--- src/rtl/read_ctrl_exp_1x1.sv ---
// read_ctrl_exp_1x1: read-side address sequencer for the expand-1x1 kernel RAM.
// Replays the stored kernel words one depth slice (layer) at a time, on request
// from the datapath, with back-pressure and end-of-fire signalling.
//
// Handshake: a layer is granted when layer_req_i is high in a WAIT_REQ cycle.
// A word is issued in every READ cycle with stall_i low (ker_rd_en_o high).
// The RAM returns it one cycle later, when ker_valid_o rises. A stall drops
// the read for that cycle only. No word is lost and no word is repeated.
module read_ctrl_exp_1x1 #(
    parameter int ADDR_W = 12,
    parameter int LAYR_W = 7
) (
    input  logic              clk_i,
    input  logic              rst_i,
    input  logic              start_i,
    input  logic              exp_1x1_en_i,
    input  logic [ADDR_W-1:0] tot_exp1_ker_addr_limit_i,
    input  logic [LAYR_W-1:0] one_exp1_ker_addr_limit_i,
    input  logic              layer_req_i,
    input  logic              stall_i,
    output logic              exp_1x1_en_o,
    output logic              busy_o,
    output logic              ker_rd_en_o,
    output logic [ADDR_W-1:0] ker_rd_addr_o,
    output logic              ker_valid_o,
    output logic              ker_layer_last_o,
    output logic              fire_done_o
);

    typedef enum logic [1:0] {
        IDLE     = 2'd0,
        WAIT_REQ = 2'd1,
        READ     = 2'd2,
        FLUSH    = 2'd3
    } state_t;

    state_t              state;
    logic [ADDR_W-1:0]   addr_lim;
    logic [LAYR_W-1:0]   layr_lim;
    logic [LAYR_W-1:0]   layer_cnt;
    logic                at_addr_lim;
    logic                at_layr_lim;

    // A read is issued in every unstalled READ cycle; stall acts in the same cycle.
    assign ker_rd_en_o = (state == READ) & ~stall_i;
    assign at_addr_lim = (ker_rd_addr_o == addr_lim);
    assign at_layr_lim = (layer_cnt == layr_lim);

    // Sequencer FSM with its address/layer counters and registered read-side flags.
    always_ff @(posedge clk_i) begin
        if (rst_i) begin
            state            <= IDLE;
            exp_1x1_en_o     <= 1'b0;
            busy_o           <= 1'b0;
            addr_lim         <= '0;
            layr_lim         <= '0;
            layer_cnt        <= '0;
            ker_rd_addr_o    <= '0;
            ker_valid_o      <= 1'b0;
            ker_layer_last_o <= 1'b0;
            fire_done_o      <= 1'b0;
        end else begin
            ker_valid_o      <= ker_rd_en_o;
            ker_layer_last_o <= ker_rd_en_o & (at_layr_lim | at_addr_lim);
            fire_done_o      <= ker_rd_en_o & at_addr_lim;
            case (state)
                IDLE: begin
                    if (start_i) begin
                        exp_1x1_en_o  <= exp_1x1_en_i;
                        addr_lim      <= tot_exp1_ker_addr_limit_i;
                        // A layer size of 0 wraps to 127, so it means 128 words.
                        layr_lim      <= one_exp1_ker_addr_limit_i - 1'b1;
                        ker_rd_addr_o <= '0;
                        layer_cnt     <= '0;
                        if (exp_1x1_en_i) begin
                            state  <= WAIT_REQ;
                            busy_o <= 1'b1;
                        end else begin
                            // The path is disabled, so the fire finishes at once without reads.
                            fire_done_o <= 1'b1;
                        end
                    end
                end
                WAIT_REQ: begin
                    if (layer_req_i) begin
                        state <= READ;
                    end
                end
                READ: begin
                    if (!stall_i) begin
                        ker_rd_addr_o <= ker_rd_addr_o + 1'b1;
                        layer_cnt     <= layer_cnt + 1'b1;
                        // The fire end wins over the layer end. This covers a short final layer.
                        if (at_addr_lim) begin
                            state  <= FLUSH;
                            busy_o <= 1'b0;
                        end else if (at_layr_lim) begin
                            layer_cnt <= '0;
                            state     <= WAIT_REQ;
                        end
                    end
                end
                FLUSH: begin
                    state <= IDLE;
                end
                default: begin
                    state <= IDLE;
                end
            endcase
        end
    end

endmodule

--- config.mk ---
export PLATFORM = sky130hd
export DESIGN_NAME = read_ctrl_exp_1x1
export DESIGN_NICKNAME = d
export VERILOG_FILES = /design/src/rtl/read_ctrl_exp_1x1.sv
export SDC_FILE = /design/constraint.sdc
export NUM_CORES = 1
export LEC_CHECK = 0
export ABC_AREA = 1
export BUFFER_PORTS_ARGS = -buffer_cell sky130_fd_sc_hd__buf_2
export CAP_MARGIN = 20
export CORE_ASPECT_RATIO = 0.9
export CORE_MARGIN = 2
export CORE_UTILIZATION = 30
export DETAILED_ROUTE_END_ITERATION = 16
export PLACE_DENSITY = 0.48
export RECOVER_POWER = 100
export REMOVE_ABC_BUFFERS = 1
export SLEW_MARGIN = 20
export SYNTH_ARGS = -nofsm -noshare
export SYNTH_HDL_FRONTEND = slang
export SYNTH_SLANG_ARGS = --single-unit
--- constraint.sdc ---
create_clock -name clk_i -period 2.5 [get_ports clk_i]
set_input_delay 0.375 -clock clk_i [delete_from_list [all_inputs] [get_ports clk_i]]
set_output_delay 0.375 -clock clk_i [all_outputs]
set_load 0.02 [all_outputs]
; Word level (Yosys, flattened, before mapping)
; Cells that the tools add are included.
; Widths: inputs -> output; s select.
[op_classes]
add_sub_neg = 3
eq_ne = 11
mux = 23
n_bitwise = 5
reduce_logical = 6
[ops]
columns = operator, count
row1 = $mux 7, 4
row2 = $mux 12, 2
row3 = $pmux 12 s2, 1
row4 = $pmux 7 s2, 1
row5 = $add 12x1->12 const B, 1
row6 = $eq 12x12->1, 1
row7 = $mux 2, 6
row8 = $ne 2x2->1 const B, 5
row9 = $reduce_and 5->1, 2
row10 = $pmux 2 s4, 1
row11 = $add 7x1->7 const B, 1
row12 = $eq 7x7->1, 1
row13 = $mux 1, 7
row14 = $sub 7x1->7 const B, 1
row15 = $eq 2x2->1 const B, 2
row16 = $and 1x1->1, 3
row17 = $ne 3x3->1 const B, 1
row18 = $reduce_and 3->1, 1
row19 = $eq 2x1->1 const B, 1
row20 = $logic_not 2->1, 1
row21 = $pmux 1 s2, 1
row22 = $reduce_and 2->1, 1
row23 = $reduce_bool 2->1, 1
row24 = $not 1->1, 1
row25 = $or 1x1->1, 1
[word_totals]
regBits = 45
inputBits = 25
out_inout_bits = 18
wordCells = 58

; Logic depth before layout (Yosys ltp)
; Gate-level depths: netlist of run 1.
[logic_depth]
word_depth = 6
mapped_depth = 12
ltp_nobuf = 12

; Worst setup path before layout of run 1
; Ideal clock, no wire load.
[synth_path]
path_kind = register to register
start = register ker_rd_addr_o[1]
end = register ker_rd_addr_o[10]
setup_time_ps = 118
arrival_ps = 1440
required_ps = 2382
setup_slack_ps = 942
path_stages_with_launch = 11
n_path_buf = 0
synth_period_minus_slack_ps = 1558
cell_sequence = dfxtp_1 -> ha_1 -> nand2_1 -> nor2_1 -> nand2_1 -> nor2_4 -> nand2_2 -> nor2_4 -> nand2_1 -> nand2_1 -> a21oi_1
[synth_between]
elab_chain_cells = 3
[synth_lines]
columns = item, line_no
row1 = start: declaration, 24  ; output logic [ADDR_W-1:0] ker_rd_addr_o,
row2 = start signal: assignment, 91  ; ker_rd_addr_o <= ker_rd_addr_o + 1'b1;
row3 = $add 12x1->12, 91
row4 = $mux 12, 90  ; if (!stall_i) begin
row5 = $pmux 12 s2, 66  ; case (state)
; No other way between the ends. The select of a mux whose other input is x is not followed.
; A chain may end at the register's enable or synchronous reset.

; Final worst setup path of run 1
[layout_path]
start = register state[1]
end = output port ker_rd_en_o
[layout_between]
elab_chain_cells = 2
[layout_lines]
columns = item, line_no
row1 = start: declaration, 37  ; state_t state;
row2 = start signal: assignment, 52  ; state <= IDLE;
row3 = start signal: assignment, 76  ; state <= WAIT_REQ;
row4 = start signal: assignment, 86  ; state <= READ;
row5 = $eq 2x2->1, 45  ; assign ker_rd_en_o = (state == READ) & ~stall_i;
row6 = $and 1x1->1, 45
row7 = end: declaration, 23  ; output logic ker_rd_en_o,
; No other way between the ends.

==> summary.md, run 1 <==
| Metric | Value |
|---|---|
| Layout area overhead | 15.8% |
| Initial Utilization | 0.305 |
| Met2 GRT Util | 0.199 |
| Placed Cells | 451 |
| Tightest Pin Transition | 692 ps |
| Top Ports | 43 |
| Slew Limit Headroom | 0.538 |
| Slew Limit Fails | 0 |
| Status | finished, final reports clean |
| Post-Syn Area per Cell | 7.08 um2 |
| Avg WL per Cell | 11.5 um |
| Die Wd | 95.6 um |
| Routed WL | 5270 um |
| Period minus WS final | 2110 ps |
| H-Tree Level Count | 2 |
| Worst EP arrival | 1740 ps |
| Commonest cells after routing, fill and taps aside | nand2_1 (79), dfxtp_1 (45), nor2_1 (44) |
| CP Capture Type | output port |
| Residual overflow from global routing | 0 |
| Row Count | 30 |
| Initial antenna violation count | 0 |
| DIE AREA | 8260 um2 |
| CP startpoint kind | flip-flop |
| Leak Pwr | 1.14 nW |
| Critical Path Source | state[1] |
| Commonest non-fill, non-tap cell in the layout | nand2_1 |
| Req. time, crit path | 2120 ps |
| Die span in y | 86.4 um |
| Final std cells w/o fill | 459 |
| Post-Syn Area | 2260 um2 |
| Clock skew | 6.94 ps |
| Seq/Total Area, Yosys | 0.398 |
| CTS tree | done |
| Maxcap violations | 0 |
| Worst hold path class | in2reg |
| Worst-Skew Late Latency | 310 ps |
| Unrepaired setup endpoints after global routing | false |
| Cells after synthesis | 320 |
| Worst-path clk slew | 80 ps |
| CP Capture Point | ker_rd_en_o |
| Maximum clock frequency | 0.473 GHz |
| Yosys cell types | 29 |
| I/O Buffers | 42 |
| CTS resizes | 0 |
| Flops & latches, synth | 45 |
| Largest net degree at the start of global routing | 25 |
| Final net count | 390 |
| Total core area | 7430 um2 |
| Met3 usage | 0.0348 |
| CTS Hold Bufs | 0 |
| Initial DRC count | 80 |
| Pwr Density | 797 nW/um2 |
| Sink Count | 45 |
| Final setup violating endpoints | 0 |
| RePlAce Congestion | 0.747 |
| Gr usage total | 0.137 |
| Layout cells sized above 1 | 0.116 |
| Ys Warns | 0 |
| Hpwl dp | 4020 um |
| Inserted Clock Buffers | 5 |
| Avg Vias per Cell | 4.42 |
| Final Hold Viols | 0 |
| Max IR drop VDD | 0.420 mV |
| Via count | 2,028 |
| CP Max Fanout | 6 |
| Antenna viol nets, final | 0 |
| First-pass GRT wire length | 8730 um |
| Drc violations | 0 |
| Setup TNS | 0 ps |
| Drt pass-1 iters | 4 |
| Clock buffer depth | 2 |
| Tcrit/Tclk final | 0.845 |
| Worst reg2reg endpoint | ker_rd_addr_o[11] |
| Fin Hold WS | 255 ps |
| Crit path kind | reg2out |
| Setup repair bufs after CTS | 0 |
| Reg2Reg Setup Slack | 490 ps |
| Reg2reg start | state[1] |
| Filler cells | 834 |
| Vias in the first global route | 1,870 |
| CTS Root Cell | clkbuf_8 |
| Number of diodes | 0 |
| Top Usage Layer GRT | met2 |
| R2R depth | 12 |
| GR Layer Usage met1 | 0.194 |
==> area by class of cell <==
class	count	area, um2	area share
clock inverter	3	22.5	0.00859
sequential	45	901	0.344
clock buffer	5	68.8	0.0262
multi-input combinational	228	1170	0.447
tap	96	120	0.0458
timing repair buffer	42	188	0.0716
inverter	40	150	0.0573
==> registers in the layout (all words and copies together) (netlist names) <==
signal            cells
layr_lim              7
ker_rd_addr_o        12
layer_cnt             7
fire_done_o           1
busy_o                1
ker_valid_o           1
state                 2
exp_1x1_en_o          1
ker_layer_last_o      1
addr_lim             12
==> where the power goes <==
group	internal (mW)	leakage (nW)	switching, mW	total, mW
Clock	0.196	0.0364	0.271	0.467
Combinational	0.238	0.735	0.467	0.705
Sequential	0.835	0.368	0.0824	0.917
==> cells by family after synthesis <==
family                     share of synthesized area
and+or+nand+nor                                0.299
buffers and inverters                         0.0801
AOI/OAI and AO/OA                              0.125
xor gates and xnor gates                      0.0812
adders and majority gates                     0.0166
DFF                                            0.398
==> how the worst min path moves through the flow <==
stage                                       from          endpoint  slack [ps]  cells past startpoint
finish              one_exp1_ker_addr_limit_i[0]       layr_lim[0]         260                      2
CTS                 one_exp1_ker_addr_limit_i[0]       layr_lim[0]         250                      2
detailed placement                  exp_1x1_en_o      exp_1x1_en_o         440                      2
global route        one_exp1_ker_addr_limit_i[0]       layr_lim[0]         270                      2
floorplan                                  rst_i  ker_rd_addr_o[1]         440                      1
global placement                     addr_lim[0]       addr_lim[0]         460                      2
==> layer usage <==
layer | vias up | share of wire
li1 | 1092 | -
met1 | 896 | 0.53
met2 | 34 | 0.41
met3 | 6 | 0.041
met4 | 0 | 0.017
met5 | - | 0
==> Yosys cell counts, drive strengths merged <==
master | n | area (um2)
o221ai | 1 | 8.76
buf | 4 | 17.5
xnor2 | 13 | 114
inv | 40 | 153
o21ai | 24 | 120
o21a | 1 | 7.51
a21oi | 22 | 110
a221oi | 1 | 8.76
clkbuf | 3 | 11.3
o32ai | 1 | 8.76
a31oi | 2 | 12.5
nand4 | 2 | 12.5
xor2 | 8 | 70.1
a211oi | 1 | 7.51
nand2 | 84 | 343
nand3 | 13 | 65.1
dfxtp | 45 | 901
nor2 | 49 | 240
and3 | 1 | 6.26
ha | 3 | 37.5
nor3 | 2 | 10.0
==> through the flow <==
stage / utilization / total power, mW / instance area [um2] / worst slack (ps)
after CTS: 0.358 / 2.15 / 2660 / 651
final: 0.353 / 2.09 / 2620 / 388
after global placement: 0.345 / 1.67 / 2570 / 720
after global routing: 0.353 / 2.26 / 2620 / 251
after detailed placement: 0.345 / 1.68 / 2570 / 668
after floorplan: - / 1.48 / 2240 / 942
==> critical path, cell delays in order, from the launching register on <==
cell and delay (ps):
dfxtp_1 350, inv_1 60, nor2_1 470, nand2_4 130, inv_1 180, clkbuf_1 250
Note: power is estimated with default switching activity, not from simulation.
==> run 2, diff against run 1 <==
--- a/config.mk
+++ b/config.mk
@@ -12,7 +12,7 @@
 export CORE_MARGIN = 2
 export CORE_UTILIZATION = 30
 export DETAILED_ROUTE_END_ITERATION = 16
-export PLACE_DENSITY = 0.48
+export PLACE_DENSITY = 0.5
 export RECOVER_POWER = 100
 export REMOVE_ABC_BUFFERS = 1
 export SLEW_MARGIN = 20
==> constraint.sdc (replaced) <==
create_clock -name clk_i -period 1.75 [get_ports clk_i]
set_input_delay 0.2625 -clock clk_i [delete_from_list [all_inputs] [get_ports clk_i]]
set_output_delay 0.2625 -clock clk_i [all_outputs]
set_load 0.02 [all_outputs]
==> summary.md, run 2 (synthesized netlist as in run 1, its figures left out) <==
| Metric | Value |
|---|---|
| Avg WL per Cell | 11.2 um |
| Largest net degree at the start of global routing | 16 |
| Residual overflow from global routing | 0 |
| Sequential power share | 0.432 |
| Antenna viol nets, final | 0 |
| Routed WL | 5240 um |
| Comb pwr share | 0.349 |
| Initial antenna violation count | 0 |
| Top Ports | 43 |
| Clock skew | 14.7 ps |
| Maximum clock frequency | 0.613 GHz |
| Die Wd | 95.6 um |
| Commonest non-fill, non-tap cell in the layout | nand2_1 |
| Tcrit/Tclk final | 0.932 |
| Filler cells | 809 |
| Switching share of power | 0.392 |
| Drc violations | 0 |
| Crit path max-delay family | buffers and inverters |
| Internal power component | 1.86 mW |
| Hpwl dp | 4110 um |
| Clock buffer depth | 2 |
| CTS Root Cell | clkbuf_8 |
| Avg Vias per Cell | 4.36 |
| First-pass GRT wire length | 8740 um |
| CTS Hold Bufs | 0 |
| I/O Buffers | 42 |
| Tightest Pin Transition | 378 ps |
| Initial DRC count | 78 |
| Worst-path clk slew | 90 ps |
| Initial Utilization | 0.305 |
| RePlAce Congestion | 0.799 |
| Worst hold stages | 2 |
| Pwr Density | 1140 nW/um2 |
| Final Hold Viols | 0 |
| CP Max Fanout | 6 |
| Top flop regs | addr_lim (12), ker_rd_addr_o (12) |
| Commonest cells after routing, fill and taps aside | nand2_1 (79), nor2_1 (43), dfxtp_1 (43) |
| Fin Hold WS | 144 ps |
| Inserted Clock Buffers | 5 |
| Gr usage total | 0.135 |
| R2R depth | 7 |
| Status | finished, final reports clean |
| PnR Total Power | 3.06 mW |
| CP Capture Type | output port |
| Vias in the first global route | 1,921 |
| Total core area | 7430 um2 |
| DIE AREA | 8260 um2 |
| Levels on crit path | 5 |
| Crit-path most repeated cell | inv_1 |
| Pre-CTS setup slack | 205 ps |
| Row Count | 30 |
| Layout cells sized above 1 | 0.151 |
| NetSw | 1.20 mW |
| Via count | 2,034 |
| Leak Pwr | 1.17 nW |
| Bufs and invs on worst path | 3 |
| Final net count | 398 |
| Max IR drop VDD | 0.748 mV |
| Sink Count | 45 |
| Number of diodes | 0 |
| Crit path kind | reg2out |
| Req. time, crit path | 1490 ps |
| Clock network fraction of total power | 0.219 |
| Period minus WS final | 1630 ps |
| Final setup violating endpoints | 0 |
| CTS tree | done |
| Slowest cell on the critical path | dfxtp_1 |
| Slew Limit Headroom | 0.748 |
| CP peak stage delay | 360 ps |
| Layout area overhead | 18.0% |
| Worst-Skew Late Latency | 310 ps |
| Setup TNS | 0 ps |
| Slew Limit Fails | 0 |
| H-Tree Level Count | 2 |
| Maxcap violations | 0 |
| Drt pass-1 iters | 5 |
| CP startpoint kind | flip-flop |
| PnR worst setup slack | 119 ps |
| Worst hold path class | in2reg |
| CP cell instances | inv_1 > nor2_4 > nand2_4 > inv_1 > buf_2 |
| Unrepaired setup endpoints after global routing | false |
| Worst EP arrival | 1370 ps |
| Die span in y | 86.4 um |
run 2: worst register-to-register path, cell delays in order, from the launching register on:
cell	delay (ps)
dfxtp_1	430
nor2_1	110
nand2_2	190
inv_2	160
nor2_1	150
clkbuf_2	230
o21ai_0	120
a21oi_1	120
run 2: power groups by stage:
stage	clock network (mW)	logic (mW)	registers (mW)
finish	0.670	1.07	1.32
global route	0.731	1.25	1.34
CTS	0.694	1.12	1.32
detailed placement	0	1.11	1.35
global placement	0	1.11	1.34
floorplan	0	0.783	1.34
run 2: what timing repair did:
action                     4_1_cts  5_1_grt
gates resized for setup          0        3
setup endpoints to repair        0        4
setup buffers                    0        0
run 2: area by class of cell:
class | instances | area [um2] | area share
repair buffers | 50 | 239 | 0.0894
multi-input cells | 228 | 1170 | 0.436
clock inverters | 3 | 22.5 | 0.00843
clock buffers | 5 | 68.8 | 0.0257
flip-flops and latches | 45 | 903 | 0.338
well taps | 96 | 120 | 0.0449
inverters | 40 | 153 | 0.0571
run 2: final timing paths:
check                                                  start               end  slack [ps]
worst max-delay path                                state[1]       ker_rd_en_o         120
worst min-delay path            one_exp1_ker_addr_limit_i[0]       layr_lim[0]         140
worst max register to register                      state[0]  ker_rd_addr_o[4]         180
worst min register to register                  exp_1x1_en_o      exp_1x1_en_o         450
run 2: routing by layer:
metal	vias to the layer above	share of wire	track usage
li1	1115	-	-
met1	880	0.53	0.197
met2	32	0.41	0.199
met3	7	0.038	0.0296
met4	0	0.015	0.0390
met5	-	0	0
run 2: per-stage QoR:
stage	utilization	cells	area [um2]
2_1_floorplan	-	313	2240
3_3_place_gp	0.353	459	2630
3_5_place_dp	0.353	459	2630
4_1_cts	0.366	467	2720
5_1_grt	0.360	467	2670
6_report	0.360	467	2670
==> run 3, diff against run 2 <==
--- a/config.mk
+++ b/config.mk
@@ -8,7 +8,7 @@
 export ABC_AREA = 1
 export BUFFER_PORTS_ARGS = -buffer_cell sky130_fd_sc_hd__buf_2
 export CAP_MARGIN = 20
-export CORE_ASPECT_RATIO = 0.9
+export CORE_ASPECT_RATIO = 1.75
 export CORE_MARGIN = 2
 export CORE_UTILIZATION = 30
 export DETAILED_ROUTE_END_ITERATION = 16
@@ -19,3 +19,4 @@
 export SYNTH_ARGS = -nofsm -noshare
 export SYNTH_HDL_FRONTEND = slang
 export SYNTH_SLANG_ARGS = --single-unit
+export TNS_END_PERCENT = 50
==> summary.md, run 3 (synthesized netlist as in run 1, its figures left out) <==
| Metric | Value |
|---|---|
| Status | finished, final reports clean |
| Unrepaired setup endpoints after global routing | false |
| Clock network fraction of total power | 0.294 |
| Row Count | 41 |
| Vias in the first global route | 2,143 |
| Max IR drop VDD | 0.499 mV |
| Period minus WS final | 1640 ps |
| Hpwl dp | 4430 um |
| CTS resizes | 0 |
| Largest net degree at the start of global routing | 20 |
| Slew Limit Fails | 0 |
| Final Hold Viols | 0 |
| CP Max Fanout | 6 |
| Placed Cells | 448 |
| CP Capture Type | output port |
| Top flop regs | addr_lim (12), ker_rd_addr_o (12) |
| Residual overflow from global routing | 0 |
| Sequential power share | 0.387 |
| CTS Hold Bufs | 0 |
| Initial DRC count | 131 |
| Avg WL per Cell | 12.2 um |
| Tcrit/Tclk final | 0.936 |
| Final std cells w/o fill | 456 |
| Maxcap violations | 0 |
| Leak Pwr | 1.20 nW |
| Commonest non-fill, non-tap cell in the layout | nand2_1 |
| DIE AREA | 8290 um2 |
| Maximum clock frequency | 0.611 GHz |
| Via count | 2,062 |
| Die span in y | 119 um |
| Utilization after layout | 0.374 |
| Die Wd | 69.7 um |
| CP peak stage delay | 340 ps |
| Setup repair bufs after CTS | 0 |
| Worst-Skew Late Latency | 280 ps |
| Req. time, crit path | 1490 ps |
| Worst EP arrival | 1380 ps |
| Routed WL | 5560 um |
| H-Tree Level Count | 2 |
| Worst hold stages | 2 |
| Commonest cells after routing, fill and taps aside | nand2_1 (80), nor2_1 (43), dfxtp_1 (43) |
| Tightest Pin Transition | 403 ps |
| Crit-path most repeated cell | inv_1 |
| Layout cells sized above 1 | 0.138 |
| Final net count | 397 |
| NetSw | 1.22 mW |
| Number of diodes | 0 |
| Gr usage total | 0.143 |
| I/O Buffers | 42 |
| Slowest cell on the critical path | dfxtp_1 |
| Sink Count | 45 |
| Pwr Density | 1250 nW/um2 |
| Drt pass-1 iters | 4 |
| First-pass GRT wire length | 9620 um |
| Crit path kind | reg2out |
| Clock buffer depth | 2 |
| Avg Vias per Cell | 4.52 |
| Final setup violating endpoints | 0 |
| Internal power component | 2.18 mW |
| Total core area | 7280 um2 |
| Drc violations | 0 |
| R2R depth | 7 |
| Inserted Clock Buffers | 5 |
| Comb pwr share | 0.319 |
| CP startpoint kind | flip-flop |
| Initial antenna violation count | 0 |
| Initial Utilization | 0.311 |
| CTS Root Cell | clkbuf_16 |
| Slew Limit Headroom | 0.731 |
| Setup TNS | 0 ps |
| Worst-path clk slew | 60 ps |
| Switching share of power | 0.359 |
| Worst hold path class | in2reg |
| RePlAce Congestion | 0.827 |
| CTS tree | done |
| Fin Hold WS | 168 ps |
| Clock skew | 6.29 ps |
| Top Ports | 43 |
| Antenna viol nets, final | 0 |
| Layout area overhead | 20.4% |
| CP cell instances | inv_1 > nor2_4 > nand2_4 > inv_1 > clkbuf_1 |
-- run 3: cell type report --
type	count	area [um2]
inverters	40	153
well taps	86	108
repair buffers	49	234
fillers	839	4560
multi-input cells	228	1170
flip-flops and latches	45	903
clock buffers	7	153
clock inverters	1	5.00
-- run 3: metal layers --
| layer | part of all wire | global-route usage |
|---|---|---|
| met1 | 0.39 | 0.152 |
| met4 | 0.010 | 0.0397 |
| met2 | 0.57 | 0.282 |
| met3 | 0.030 | 0.0237 |
| met5 | 0 | 0 |
-- run 3: critical path: cells and delay by family (launching register included) --
kind	cells	cell delay, ps
DFF	1	340
buffers and inverters	3	480
and+or+nand+nor	2	280
-- run 3: final timing paths --
| check | start | endpoint | slack [ps] |
|---|---|---|---|
| max | state[1] | ker_rd_en_o | 110 |
| min | one_exp1_ker_addr_limit_i[0] | layr_lim[0] | 170 |
| max reg2reg | state[0] | layr_lim[6] | 200 |
| min reg2reg | addr_lim[1] | addr_lim[1] | 460 |
-- run 3: power by group through the flow --
stage | combinational, mW | clock, mW | sequential (mW)
6_report | 1.09 | 1.00 | 1.32
5_1_grt | 1.25 | 1.07 | 1.34
4_1_cts | 1.13 | 1.03 | 1.32
3_5_place_dp | 1.12 | 0 | 1.35
3_3_place_gp | 1.12 | 0 | 1.34
2_1_floorplan | 0.783 | 0 | 1.34
-- run 3: metrics by stage --
step / worst slack, ps / total power [mW] / instance area (um2)
2_1_floorplan: 192 / 2.12 / 2240
5_1_grt: 35.2 / 3.66 / 2730
3_5_place_dp: 134 / 2.47 / 2610
4_1_cts: 122 / 3.48 / 2760
6_report: 112 / 3.40 / 2730
3_3_place_gp: 130 / 2.46 / 2610
